==> src/rtl/muldiv_unit.sv <==
// Iterative multiply/divide engine owning the HI/LO registers.
// Shift-add multiply and restoring divide, one bit per cycle.
module muldiv_unit #(
   parameter int WIDTH = 32
) (
   input  logic             clk,
   input  logic             rst_n,
   input  logic             start,
   input  logic [1:0]       op,
   input  logic [WIDTH-1:0] a,
   input  logic [WIDTH-1:0] b,
   input  logic             flush,
   input  logic             hi_we,
   input  logic             lo_we,
   input  logic [WIDTH-1:0] wdata,
   output logic             busy,
   output logic             done,
   output logic [WIDTH-1:0] hi,
   output logic [WIDTH-1:0] lo
);

   localparam int CW = $clog2(WIDTH);

   typedef enum logic [1:0] {
      S_IDLE,
      S_RUN,
      S_FIX
   } state_t;

   state_t r_state;
   state_t w_next;

   logic [CW-1:0]      r_cnt;
   logic               r_div;
   logic               r_neg_q;
   logic               r_neg_r;
   logic               r_bzero;
   logic [WIDTH-1:0]   r_opb;
   logic [WIDTH-1:0]   r_raw_a;
   logic [2*WIDTH-1:0] r_acc;
   logic [WIDTH-1:0]   r_hi;
   logic [WIDTH-1:0]   r_lo;
   logic               r_done;

   logic               w_load;
   logic               w_last;
   logic               w_sgn;
   logic               w_a_neg;
   logic               w_b_neg;
   logic [WIDTH-1:0]   w_abs_a;
   logic [WIDTH-1:0]   w_abs_b;
   logic [WIDTH:0]     w_sum;
   logic [2*WIDTH-1:0] w_mul_nxt;
   logic [WIDTH:0]     w_trial;
   logic [2*WIDTH-1:0] w_div_nxt;
   logic [2*WIDTH-1:0] w_prod;
   logic [WIDTH-1:0]   w_q;
   logic [WIDTH-1:0]   w_r;
   logic [WIDTH-1:0]   w_res_hi;
   logic [WIDTH-1:0]   w_res_lo;

   // flush in IDLE suppresses a same-cycle start
   assign w_load  = (r_state == S_IDLE) && start && !flush;
   assign w_last  = (r_cnt == CW'(WIDTH - 1));

   // op[0] = 0 selects the signed variants
   assign w_sgn   = ~op[0];
   assign w_a_neg = w_sgn & a[WIDTH-1];
   assign w_b_neg = w_sgn & b[WIDTH-1];
   assign w_abs_a = w_a_neg ? (~a + 1'b1) : a;
   assign w_abs_b = w_b_neg ? (~b + 1'b1) : b;

   // multiply: acc = {partial, multiplier}, shift right each step
   assign w_sum     = {1'b0, r_acc[2*WIDTH-1:WIDTH]}
                    + {1'b0, (r_acc[0] ? r_opb : '0)};
   assign w_mul_nxt = {w_sum, r_acc[WIDTH-1:1]};

   // divide: acc = {remainder, dividend}, shift left each step
   assign w_trial   = r_acc[2*WIDTH-1:WIDTH-1] - {1'b0, r_opb};
   assign w_div_nxt = w_trial[WIDTH]
                    ? {r_acc[2*WIDTH-2:0], 1'b0}
                    : {w_trial[WIDTH-1:0], r_acc[WIDTH-2:0], 1'b1};

   // sign correction applied in FIX
   assign w_prod = r_neg_q ? (~r_acc + 1'b1) : r_acc;
   assign w_q    = r_acc[WIDTH-1:0];
   assign w_r    = r_acc[2*WIDTH-1:WIDTH];

   // result mux; divide-by-zero returns all ones and the raw dividend
   always_comb begin
      w_res_hi = w_prod[2*WIDTH-1:WIDTH];
      w_res_lo = w_prod[WIDTH-1:0];
      if (r_div) begin
         if (r_bzero) begin
            w_res_hi = r_raw_a;
            w_res_lo = '1;
         end else begin
            w_res_hi = r_neg_r ? (~w_r + 1'b1) : w_r;
            w_res_lo = r_neg_q ? (~w_q + 1'b1) : w_q;
         end
      end
   end

   // state register
   always_ff @(posedge clk or negedge rst_n) begin
      if (!rst_n) r_state <= S_IDLE;
      else        r_state <= w_next;
   end

   // next-state logic
   always_comb begin
      w_next = r_state;
      unique case (r_state)
         S_IDLE: if (w_load) w_next = S_RUN;
         S_RUN: begin
            if (flush)       w_next = S_IDLE;
            else if (w_last) w_next = S_FIX;
         end
         S_FIX:   w_next = S_IDLE;
         default: w_next = S_IDLE;
      endcase
   end

   // operand latch and per-cycle iteration
   always_ff @(posedge clk or negedge rst_n) begin
      if (!rst_n) begin
         r_cnt   <= '0;
         r_div   <= 1'b0;
         r_neg_q <= 1'b0;
         r_neg_r <= 1'b0;
         r_bzero <= 1'b0;
         r_opb   <= '0;
         r_raw_a <= '0;
         r_acc   <= '0;
      end else if (w_load) begin
         r_cnt   <= '0;
         r_div   <= op[1];
         r_neg_q <= w_a_neg ^ w_b_neg;
         r_neg_r <= w_a_neg;
         r_bzero <= op[1] & (b == '0);
         r_opb   <= op[1] ? w_abs_b : w_abs_a;
         r_raw_a <= a;
         r_acc   <= {{WIDTH{1'b0}}, (op[1] ? w_abs_a : w_abs_b)};
      end else if (r_state == S_RUN && !flush) begin
         r_cnt   <= r_cnt + 1'b1;
         r_acc   <= r_div ? w_div_nxt : w_mul_nxt;
      end
   end

   // HI/LO: result write in FIX, MTHI/MTLO only while idle
   always_ff @(posedge clk or negedge rst_n) begin
      if (!rst_n) begin
         r_hi   <= '0;
         r_lo   <= '0;
         r_done <= 1'b0;
      end else begin
         r_done <= 1'b0;
         if (r_state == S_FIX && !flush) begin
            r_hi   <= w_res_hi;
            r_lo   <= w_res_lo;
            r_done <= 1'b1;
         end else if (r_state == S_IDLE) begin
            if (hi_we) r_hi <= wdata;
            if (lo_we) r_lo <= wdata;
         end
      end
   end

   assign busy = (r_state != S_IDLE);
   assign done = r_done;
   assign hi   = r_hi;
   assign lo   = r_lo;

endmodule
==> config.mk <==
export PLATFORM = sky130hd
export DESIGN_NAME = muldiv_unit
export DESIGN_NICKNAME = d
export VERILOG_FILES = /design/src/rtl/muldiv_unit.sv
export SDC_FILE = /design/constraint.sdc
export NUM_CORES = 1
export LEC_CHECK = 0
export ABC_AREA = 1
export CAP_MARGIN = 30
export CELL_PAD_IN_SITES_DETAIL_PLACEMENT = 0
export CELL_PAD_IN_SITES_GLOBAL_PLACEMENT = 1
export CORE_MARGIN = 2
export CORE_UTILIZATION = 38
export DETAILED_ROUTE_END_ITERATION = 10
export PLACE_DENSITY = 0.86
export SETUP_SLACK_MARGIN = 0.4
export SYNTH_ARGS = -nofsm -noshare
export SYNTH_HDL_FRONTEND = slang
export SYNTH_SLANG_ARGS = --single-unit
==> constraint.sdc <==
create_clock -name clk -period 2.4 [get_ports clk]
set_clock_uncertainty 0.2 [all_clocks]
set_input_delay 0.72 -clock clk [delete_from_list [all_inputs] [get_ports clk]]
set_output_delay 0.72 -clock clk [all_outputs]
set_load 0.03 [all_outputs]
==> Yosys cells after proc, flatten, opt, wreduce, memory -nomap -nowiden <==
Cells that the tools add are included.
{ "word_totals": {"register_bits": 204, "out_inout_bits": 66, "in_bits": 104} }
{ "op_classes": {"n_eq_ne": 5, "muxes": 29, "addsub": 8, "bitwise_logic": 10, "reduce_logical": 15} }
{ "op_table": {"columns": ["operator", "n"], "rows": [
  ["$mux 32", 17],
  ["$mux 64", 5],
  ["$add 32x1->32 const B", 4],
  ["$not 32->32", 4],
  ["$add 64x1->64 const B", 1],
  ["$not 64->64", 1],
  ["$add 32x32->33", 1],
  ["$sub 33x32->33", 1],
  ["$logic_not 32->1", 1],
  ["$mux 5", 2],
  ["$reduce_bool 2->1", 5],
  ["$mux 2", 3],
  ["$reduce_and 2->1", 3],
  ["$add 5x1->5 const B", 1],
  ["$eq 5x5->1 const B", 1],
  ["$logic_and 1x1->1", 4],
  ["$pmux 2 s2", 1],
  ["$and 1x1->1", 3],
  ["$ne 3x3->1 const B", 1],
  ["$eq 2x1->1 const B", 1],
  ["$eq 2x2->1 const B", 1],
  ["$logic_not 2->1", 1],
  ["$ne 2x2->1 const B", 1],
  ["$logic_not 1->1", 1],
  ["3 further kinds", 3]
]} }

==> Depth between registers and ports, before layout <==
Gate-level depths: netlist of run 1.
{ "depth": {"ltp_word": 6, "depth_mapped": 21, "ltp_nobuf": 19} }

==> Least setup slack after synthesis of run 1 <==
No wires, ideal clock.
{ "synth_path": {"kind": "reg2reg", "startpoint": "register r_acc[32]", "endpoint": "register r_acc[47]", "t_arrival_ns": 2.270, "stages_incl_launch_ff": 19, "setup_time_ns": 0.116, "t_required_ns": 2.084, "path_buffers": 2, "slack_ns": -0.186, "cell_sequence": "dfrtp_1 > clkbuf_1 > inv_1 > fa_1 > inv_1 > nand3_1 > nand2_2 > nand2_2 > nand2_2 > nand2_1 > nand2_2 > nand2_2 > nand3_1 > nand2_4 > buf_6 > nand2_1 > nand3_1 > nand2_1 > nand2_1"} }
{ "synth_via": {"elab_chain_len": 5, "word_cells_on_any_way": 6, "classes_between": "add/sub (2); mux (4)"} }
{ "synth_rtl": {"columns": ["item", "line", "text"], "rows": [
  ["start: declaration", "40", "logic [2*WIDTH-1:0] r_acc;"],
  ["start signal: assignment", "143", "r_acc <= {{WIDTH{1'b0}}, (op[1] ? w_abs_a : w_abs_b)};"],
  ["start signal: assignment", "146", "r_acc <= r_div ? w_div_nxt : w_mul_nxt;"],
  ["$sub 33x32->33", "79", "assign w_trial = r_acc[2*WIDTH-1:WIDTH-1] - {1'b0, r_opb};"],
  ["$mux 64", "81", "? {r_acc[2*WIDTH-2:0], 1'b0}"],
  ["$mux 64 (*)", "146", null],
  ["$mux 64 (*)", "144", "end else if (r_state == S_RUN && !flush) begin"],
  ["$mux 64 (*)", "135", "end else if (w_load) begin"]
]} }
Every way passes the cells marked *; elsewhere a longest branch is shown, timed or not. The select of a mux whose other input is x is not followed.
A chain may end at the register's enable or synchronous reset.

==> Worst setup path after layout of run 1 <==
{ "layout_path": {"startpoint": "register r_opb[0]", "endpoint": "register r_acc[42]"} }
{ "layout_via": {"elab_chain_len": 5, "word_cells_on_any_way": 7, "classes_between": "add/sub (2); mux (5)"} }
{ "layout_rtl": {"columns": ["item", "line", "text"], "rows": [
  ["start: declaration", "38", "logic [WIDTH-1:0] r_opb;"],
  ["start signal: assignment", "141", "r_opb <= op[1] ? w_abs_b : w_abs_a;"],
  ["$sub 33x32->33 or $mux 32 (tied branches)", "79, 75", null],
  ["$mux 64 or $add 32x32->33 (tied branches)", "81, 75", null],
  ["$mux 64 (*)", "146", null],
  ["$mux 64 (*)", "144", null],
  ["$mux 64 (*)", "135", null]
]} }
Marks and branches as above.

==> flow_summary_export.csv, run 1 <==
group,metric,value,unit
outcome,outcome,"finished with violations",
outcome,violations,"negative setup slack",
clock_tree,root_buffer,"clkbuf_16",
grt,antenna_found_initial,1,
worst_setup_path,r2r_start,"r_opb[0]",
cells_and_area,final_cell_mix,"1115 x nand2_1, 718 x buf_4, 428 x inv_1, 233 x nor2_1, 176 x dfrtp_1",
floorplanning,core_area,52400,um2
floorplanning,num_io_pins,170,
drt,drc,0,
floorplanning,die_h,234,um
logic_synthesis,synth-xor-area-share,0.0414,
logic_synthesis,ys_ff_latch,204,
sta,layout_worst_path_cycle_share,1.13,
drt,drtIter0Drc,2791,
worst_setup_path,endpoint_kind,"flip-flop",
floorplanning,die-area,54800,um2
logic_synthesis,synth_compound_area_frac,0.151,
grt,globalRouteTotalUtil,0.341,
cells_and_area,multi_input_area,15100,um2
logic_synthesis,synthDistinctLibCells,54,
pwr,powerDensity,1120,nW/um2
pwr,vdd_drop_max,0.562,mV
cells_and_area,fillers,4831,
worst_setup_path,crit_path_start_kind,"flip-flop",
logic_synthesis,yosysWarnings,0,
logic_synthesis,synth_top_flop_cell,"dfrtp_1",
sta,finalHoldViolations,0,
cells_and_area,final_common_cell,"nand2_1",
placed_design,post-dp-hpwl,77.5,mm
placed_design,place_congestion,1.06,
clock_tree,clock_path_buffers,3,
worst_hold_path,hp-class,"reg -> reg",
logic_synthesis,synth-edff-count,0,
logic_synthesis,synth.avg_cell_area,5.86,um2
placed_design,dpl_cell_area,27800,um2
worst_hold_path,hold_depth,1,
grt,grt_start_max_net_pins,63,
pwr,netSwitchingFraction,0.496,
pwr,power_frac_clock,0.105,
clock_tree,cts_tree,"done",
sta,setup_viol,54,
clock_tree,cts.htree.levels,1,
logic_synthesis,synthesis.area,20100,um2
pwr,p_leak,0.0166,uW
drt,drtPass1Iterations,5,
worst_setup_path,crit_top_cell,"nand2_4",
drt,viasPerCell,5.28,
worst_setup_path,arrival,2.94,ns
worst_setup_path,slowest_stage,"dfrtp_2",
logic_synthesis,synth_fa_ha_area_frac,0.0455,
logic_synthesis,synthMuxAreaShare,0,
worst_setup_path,rrSetupSlack,-0.31,ns
pwr,internal_power,17900,uW
logic_synthesis,syn_nets,3606,
placed_design,io_buffers,169,
sta,fin_ws,-0.314,ns
logic_synthesis,synth_simple_gate_area_frac,0.390,
worst_hold_path,min-delay-start,"r_cnt[3]",
sta,fin_crit,2.71,ns
cells_and_area,diodes,0,
grt,grt_pass1_wl,142,mm
sta,worst_pin_slew,0.574,ns
cells_and_area,area_growth,58.6,%
logic_synthesis,async_reset_ff_frac,1.00,
worst_setup_path,critPathBufInv,4,
drt,via_count,26326,
logic_synthesis,yosysSeqAreaShare,0.254,
floorplanning,row_count,84,
clock_tree,cts_made_buffers,24,
cells_and_area,nets,4455,
sta,rsz0062_at_grt,"yes",
drt,wirelength,97.4,mm
clock_tree,path_clk_slew,0.06,ns
worst_setup_path,path_max_fanout,7,
clock_tree,clkLatencyLatePin,0.57,ns
clock_tree,cts.sinks,204,
pwr,seqPwrFrac,0.162,
floorplanning,die_x,234,um
sta,fmax,0.368,GHz
drt,wl_per_cell,19.5,um
sta,slew_headroom,0.617,
pwr,power_frac_comb,0.733,
worst_setup_path,r2r-end,"r_acc[42]",
job,cap_violations,0,
grt,grt_pass1_vias,23921,
floorplanning,initial_utilization,0.384,
worst_setup_path,required,2.63,ns
logic_synthesis,synth_cells,3430,
worst_setup_path,slowest_delay,0.44,ns
worst_setup_path,crit_chain,"buf_6 > ha_4 > fa_2 > inv_2 > nand3_2 > nand2_2 > nand2_2 > nand2_4 > nand2_4 > nand2_4 > nand2_8 > nand3_4 > nand2_8 > buf_12 > clkbuf_16 > nand2_4 > nand3_2 > nand2_1 > nand2_1",
cells_and_area,layout-drive-gt1-share,0.341,
worst_setup_path,ff2ff_path_depth,19,
worst_setup_path,critical_path_class,"reg -> reg",
drt,postRouteAntennaNets,0,
cells_and_area,final_area,31900,um2
worst_hold_path,holdPathEnd,"r_cnt[3]",
logic_synthesis,synth_top_family_by_area,"simple AND/OR/NAND/NOR gates",
sta,drv_slew,0,
cells_and_area,final-seq-area,5140,um2
worst_setup_path,crit_family,"simple AND/OR/NAND/NOR gates",
sta,tns,-10.01,ns
grt,overflow,0,
pwr,switching_power,17700,uW
## per-layer routing
metal  vias up  track usage  share of wire  wire, um
met5         -            0              0         0
met4         0        0.133          0.047      4610
met3       233       0.0455          0.099      9610
met2      1261        0.520           0.43     42300
met1     12192        0.487           0.42     40800
li1      12640            -              -         -
## Yosys cell counts, types with 3 or more instances
library cell	number	area (um2)
nand3_1	221	1110
o31ai_1	3	22.5
o211ai_1	52	390
a21o_1	3	22.5
a22oi_1	14	105
buf_4	3	22.5
or2_2	6	37.5
nand2_4	3	33.8
o21ai_2	4	35.0
o21ai_0	224	1120
buf_1	14	52.6
nor3_1	32	160
a21oi_1	126	631
dfrtp_1	204	5100
nor2_1	355	1330
and2_1	4	25.0
nand3b_1	5	37.5
buf_6	6	67.6
inv_2	8	30.0
o21ai_1	30	150
a221oi_1	22	193
inv_1	470	1760
clkbuf_1	70	263
o22ai_1	7	43.8
nand2_1	1225	4600
nor2_2	17	106
nand2_2	13	81.3
o21bai_1	11	82.6
nand4_1	39	244
buf_2	33	165
xnor2_1	24	210
xor2_1	71	622
ha_1	70	876
o221ai_1	14	123
## through the flow
stage	total power (uW)	utilization	hold slack [ns]	instances	worst slack [ns]
2_1_floorplan	16800	-	0.224	3430	0.0353
3_3_place_gp	26600	0.531	0.248	4826	-0.556
6_report	35600	0.609	0.269	4985	-0.314
3_5_place_dp	26800	0.531	0.259	4826	-0.578
4_1_cts	32600	0.574	0.269	4921	-0.259
5_1_grt	37900	0.609	0.301	4985	-0.420
## cells by family (layout without fill, tap and decap cells)
group / Yosys count / count (layout)
AO/OA/AOI/OAI: 524 / 524
adder cells (fa/ha/maj): 72 / 72
buffers and inverters: 607 / 1473
XOR/XNOR: 95 / 95
AND/OR/NAND/NOR: 1928 / 1929
flip-flops: 204 / 204
## state kept, by name, indices dropped and copies added (netlist names)
register  flops
r_state       2
r_bzero       1
r_neg_r       1
r_opb        32
r_neg_q       1
r_raw_a      32
r_acc        64
done          1
r_cnt         5
r_div         1
lo           32
hi           32
## worst max path at each step
stage	slack, ns	end	startpoint	cells past startpoint
after floorplan	0.04	r_acc[59]	r_acc[31]	19
after global placement	-0.56	r_acc[3]	flush	10
after detailed placement	-0.58	r_acc[27]	a[0]	11
after CTS	-0.26	r_acc[35]	r_opb[0]	19
after global routing	-0.42	r_acc[57]	r_opb[0]	20
final	-0.31	r_acc[42]	r_opb[0]	19
## power groups by stage
stage / Clock, uW / Combinational [uW] / Sequential (uW)
2_1_floorplan: 0 / 11300 / 5490
3_3_place_gp: 0 / 21100 / 5560
3_5_place_dp: 0 / 21200 / 5580
4_1_cts: 3760 / 23200 / 5630
5_1_grt: 3890 / 28200 / 5790
6_report: 3740 / 26100 / 5770
## repair_timing
item,in CTS,in global routing
endpoints found under the setup margin,235,242
gates resized for setup,741,419
hold buffers,1,0
hold endpoints to repair,24,0
setup buffers,49,55
pin swaps,83,139
cloned,1,9
## area by class of cell
cell class	count	area share
timing repair inverter	2	0.000549
sequential	204	0.161
tap	688	0.0270
timing repair buffer	947	0.256
inverter	480	0.0590
multi-input combinational	2620	0.472
clock buffer	33	0.0218
clock inverter	11	0.00306
## worst register-to-register path: cells and delay by family, from the launching register on
family / cells / cell delay, ns
AND/OR/NAND/NOR: 13 / 0.93
adder cells (fa/ha/maj): 2 / 0.50
flip-flops: 1 / 0.44
buffers and inverters: 4 / 0.51
Power figures use the tool's default switching activity.
==> run 2: changes to the inputs <==
Settings changed: CTS_CLUSTER_SIZE set to 10.
==> flow_summary_export.csv, run 2 (synthesized netlist as in run 1, its figures left out) <==
group,metric,value,unit
floorplanning,row_count,84,
cells_and_area,layout-drive-gt1-share,0.297,
worst_setup_path,rrSetupSlack,-0.30,ns
job,cap_violations,0,
pwr,fin_total_pwr,34600,uW
pwr,p_leak,0.0158,uW
drt,wl_per_cell,19.4,um
clock_tree,root_buffer,"clkbuf_16",
worst_setup_path,critical_path_class,"reg -> reg",
floorplanning,die-area,54800,um2
clock_tree,path_clk_slew,0.06,ns
cells_and_area,regMostFlops,"r_acc",
worst_setup_path,endpoint_kind,"flip-flop",
grt,globalRouteTotalUtil,0.340,
worst_hold_path,hp-class,"reg -> reg",
grt,grt_pass1_wl,141,mm
grt,grt_pass1_vias,23945,
drt,wirelength,95.2,mm
cells_and_area,final_common_cell,"nand2_1",
cells_and_area,area_growth,52.6,%
cells_and_area,finalNonFillerCells,4915,
sta,fin_ws,-0.302,ns
drt,via_count,25873,
grt,grt_start_max_net_pins,63,
sta,layout_worst_path_cycle_share,1.13,
sta,rsz0062_at_grt,"yes",
worst_setup_path,arrival,2.94,ns
placed_design,io_buffers,169,
drt,viasPerCell,5.26,
placed_design,place_congestion,1.06,
sta,worst_pin_slew,0.708,ns
cells_and_area,diodes,0,
floorplanning,core_area,52400,um2
clock_tree,clock_path_buffers,3,
drt,drc,0,
clock_tree,cts_tree,"done",
worst_setup_path,crit_chain,"buf_6 > ha_4 > fa_2 > inv_2 > nand3_2 > nand2_2 > nand2_2 > nand2_4 > nand2_4 > nand2_4 > nand2_8 > nand3_4 > nand2_8 > buf_12 > clkbuf_16 > nand2_2 > nand3_2 > nand2_1 > nand2_1",
cells_and_area,nets,4392,
clock_tree,cts.htree.levels,1,
outcome,outcome,"finished with violations",
drt,drtIter0Drc,2660,
sta,fmax,0.370,GHz
grt,overflow,0,
clock_tree,cts.sinks,204,
sta,fin_crit,2.70,ns
worst_setup_path,slowest_delay,0.44,ns
cells_and_area,final_cell_mix,"1143 x nand2_1, 675 x buf_4, 444 x inv_1, 266 x nor2_1, 182 x dfrtp_1",
worst_setup_path,slowest_stage,"dfrtp_2",
placed_design,post-dp-hpwl,77.5,mm
outcome,violations,"negative setup slack",
floorplanning,die_x,234,um
clock_tree,clkLatencyLatePin,0.57,ns
worst_setup_path,path_max_fanout,7,
sta,slew_headroom,0.523,
drt,drtPass1Iterations,8,
pwr,powerDensity,1130,nW/um2
floorplanning,initial_utilization,0.384,
floorplanning,die_h,234,um
drt,postRouteAntennaNets,0,
floorplanning,num_io_pins,170,
grt,antenna_found_initial,3,
sta,drv_slew,0,
cells_and_area,largest_register_ffs,64,
worst_setup_path,crit_path_start_kind,"flip-flop",
clock_tree,cts_made_buffers,26,
placed_design,dpl.cell_count,4826,
sta,setup_viol,52,
worst_setup_path,required,2.64,ns
sta,finalHoldViolations,0,
pwr,vdd_drop_max,0.642,mV
-- run 2: cell types whose count changed in the layout (fill, tap and decap cells not counted), moves of 16 or more --
cell	previous run	this run
buf_4	718	675
clkdlybuf4s50_1	41	90
dlymetal6s2s_1	44	6
inv_1	428	444
nand2_1	1115	1143
nand2_4	33	17
nor2_1	233	266
nor2_4	48	30
-- run 2: area by class of cell --
cell class / count / area (um2)
Timing Repair Buffer: 885 / 7580
Inverter: 480 / 1860
Clock inverter: 4 / 58.8
Tap cell: 688 / 861
Clock buffer: 35 / 734
Fill cell: 5013 / 21800
Sequential cell: 204 / 5130
Multi-Input combinational cell: 2619 / 14500
-- run 2: critical path, delay by kind of cell, from the launching register on --
kind | cells | cell delay, ns
simple gates | 13 | 0.92
buf+inv | 4 | 0.50
fa+ha+maj | 2 | 0.51
flops | 1 | 0.44
-- run 2: power by group --
part           leakage (uW)  internal (uW)  switching (uW)
logic                0.0129          11000           14100
registers           0.00250           4350            1420
clock network      0.000386           2210            1560
-- run 2: what timing repair did --
item                                    CTS  global route
hold buffers                              1             0
endpoints found under the setup margin  238           242
pin swaps                                55            44
resized for setup                       665           213
setup buffers                            37             7
cloned                                    1             4
endpoints found under the hold margin    24             0
-- run 2: layer usage --
layer	vias to the layer above	wire, um	global-route usage
met2	1214	41100	0.518
li1	12490	-	-
met3	215	8870	0.0412
met4	4	4240	0.130
met5	-	31	0
met1	11950	40900	0.489
-- run 2: path summary, 6_finish.rpt --
check	startpoint	end	cells after the start
setup / recovery	r_opb[0]	r_acc[42]	19
hold / removal	r_cnt[3]	r_cnt[3]	1
setup reg to reg	r_opb[0]	r_acc[42]	19
hold reg to reg	r_cnt[3]	r_cnt[3]	1
max in group asynchronous	rst_n	hi[24]	3
min in group asynchronous	rst_n	r_opb[22]	2
-- run 2: stage by stage --
step	setup TNS (ns)	setup WS, ns	hold slack [ns]	area (um2)	util
finish	-9.30	-0.302	0.272	30700	0.585
detailed placement	-54.34	-0.578	0.259	27800	0.531
global route	-16.21	-0.406	0.300	30700	0.585
CTS	-8.05	-0.256	0.268	29800	0.568
floorplan	0	0.0353	0.224	20700	-
global placement	-48.88	-0.556	0.248	27800	0.531
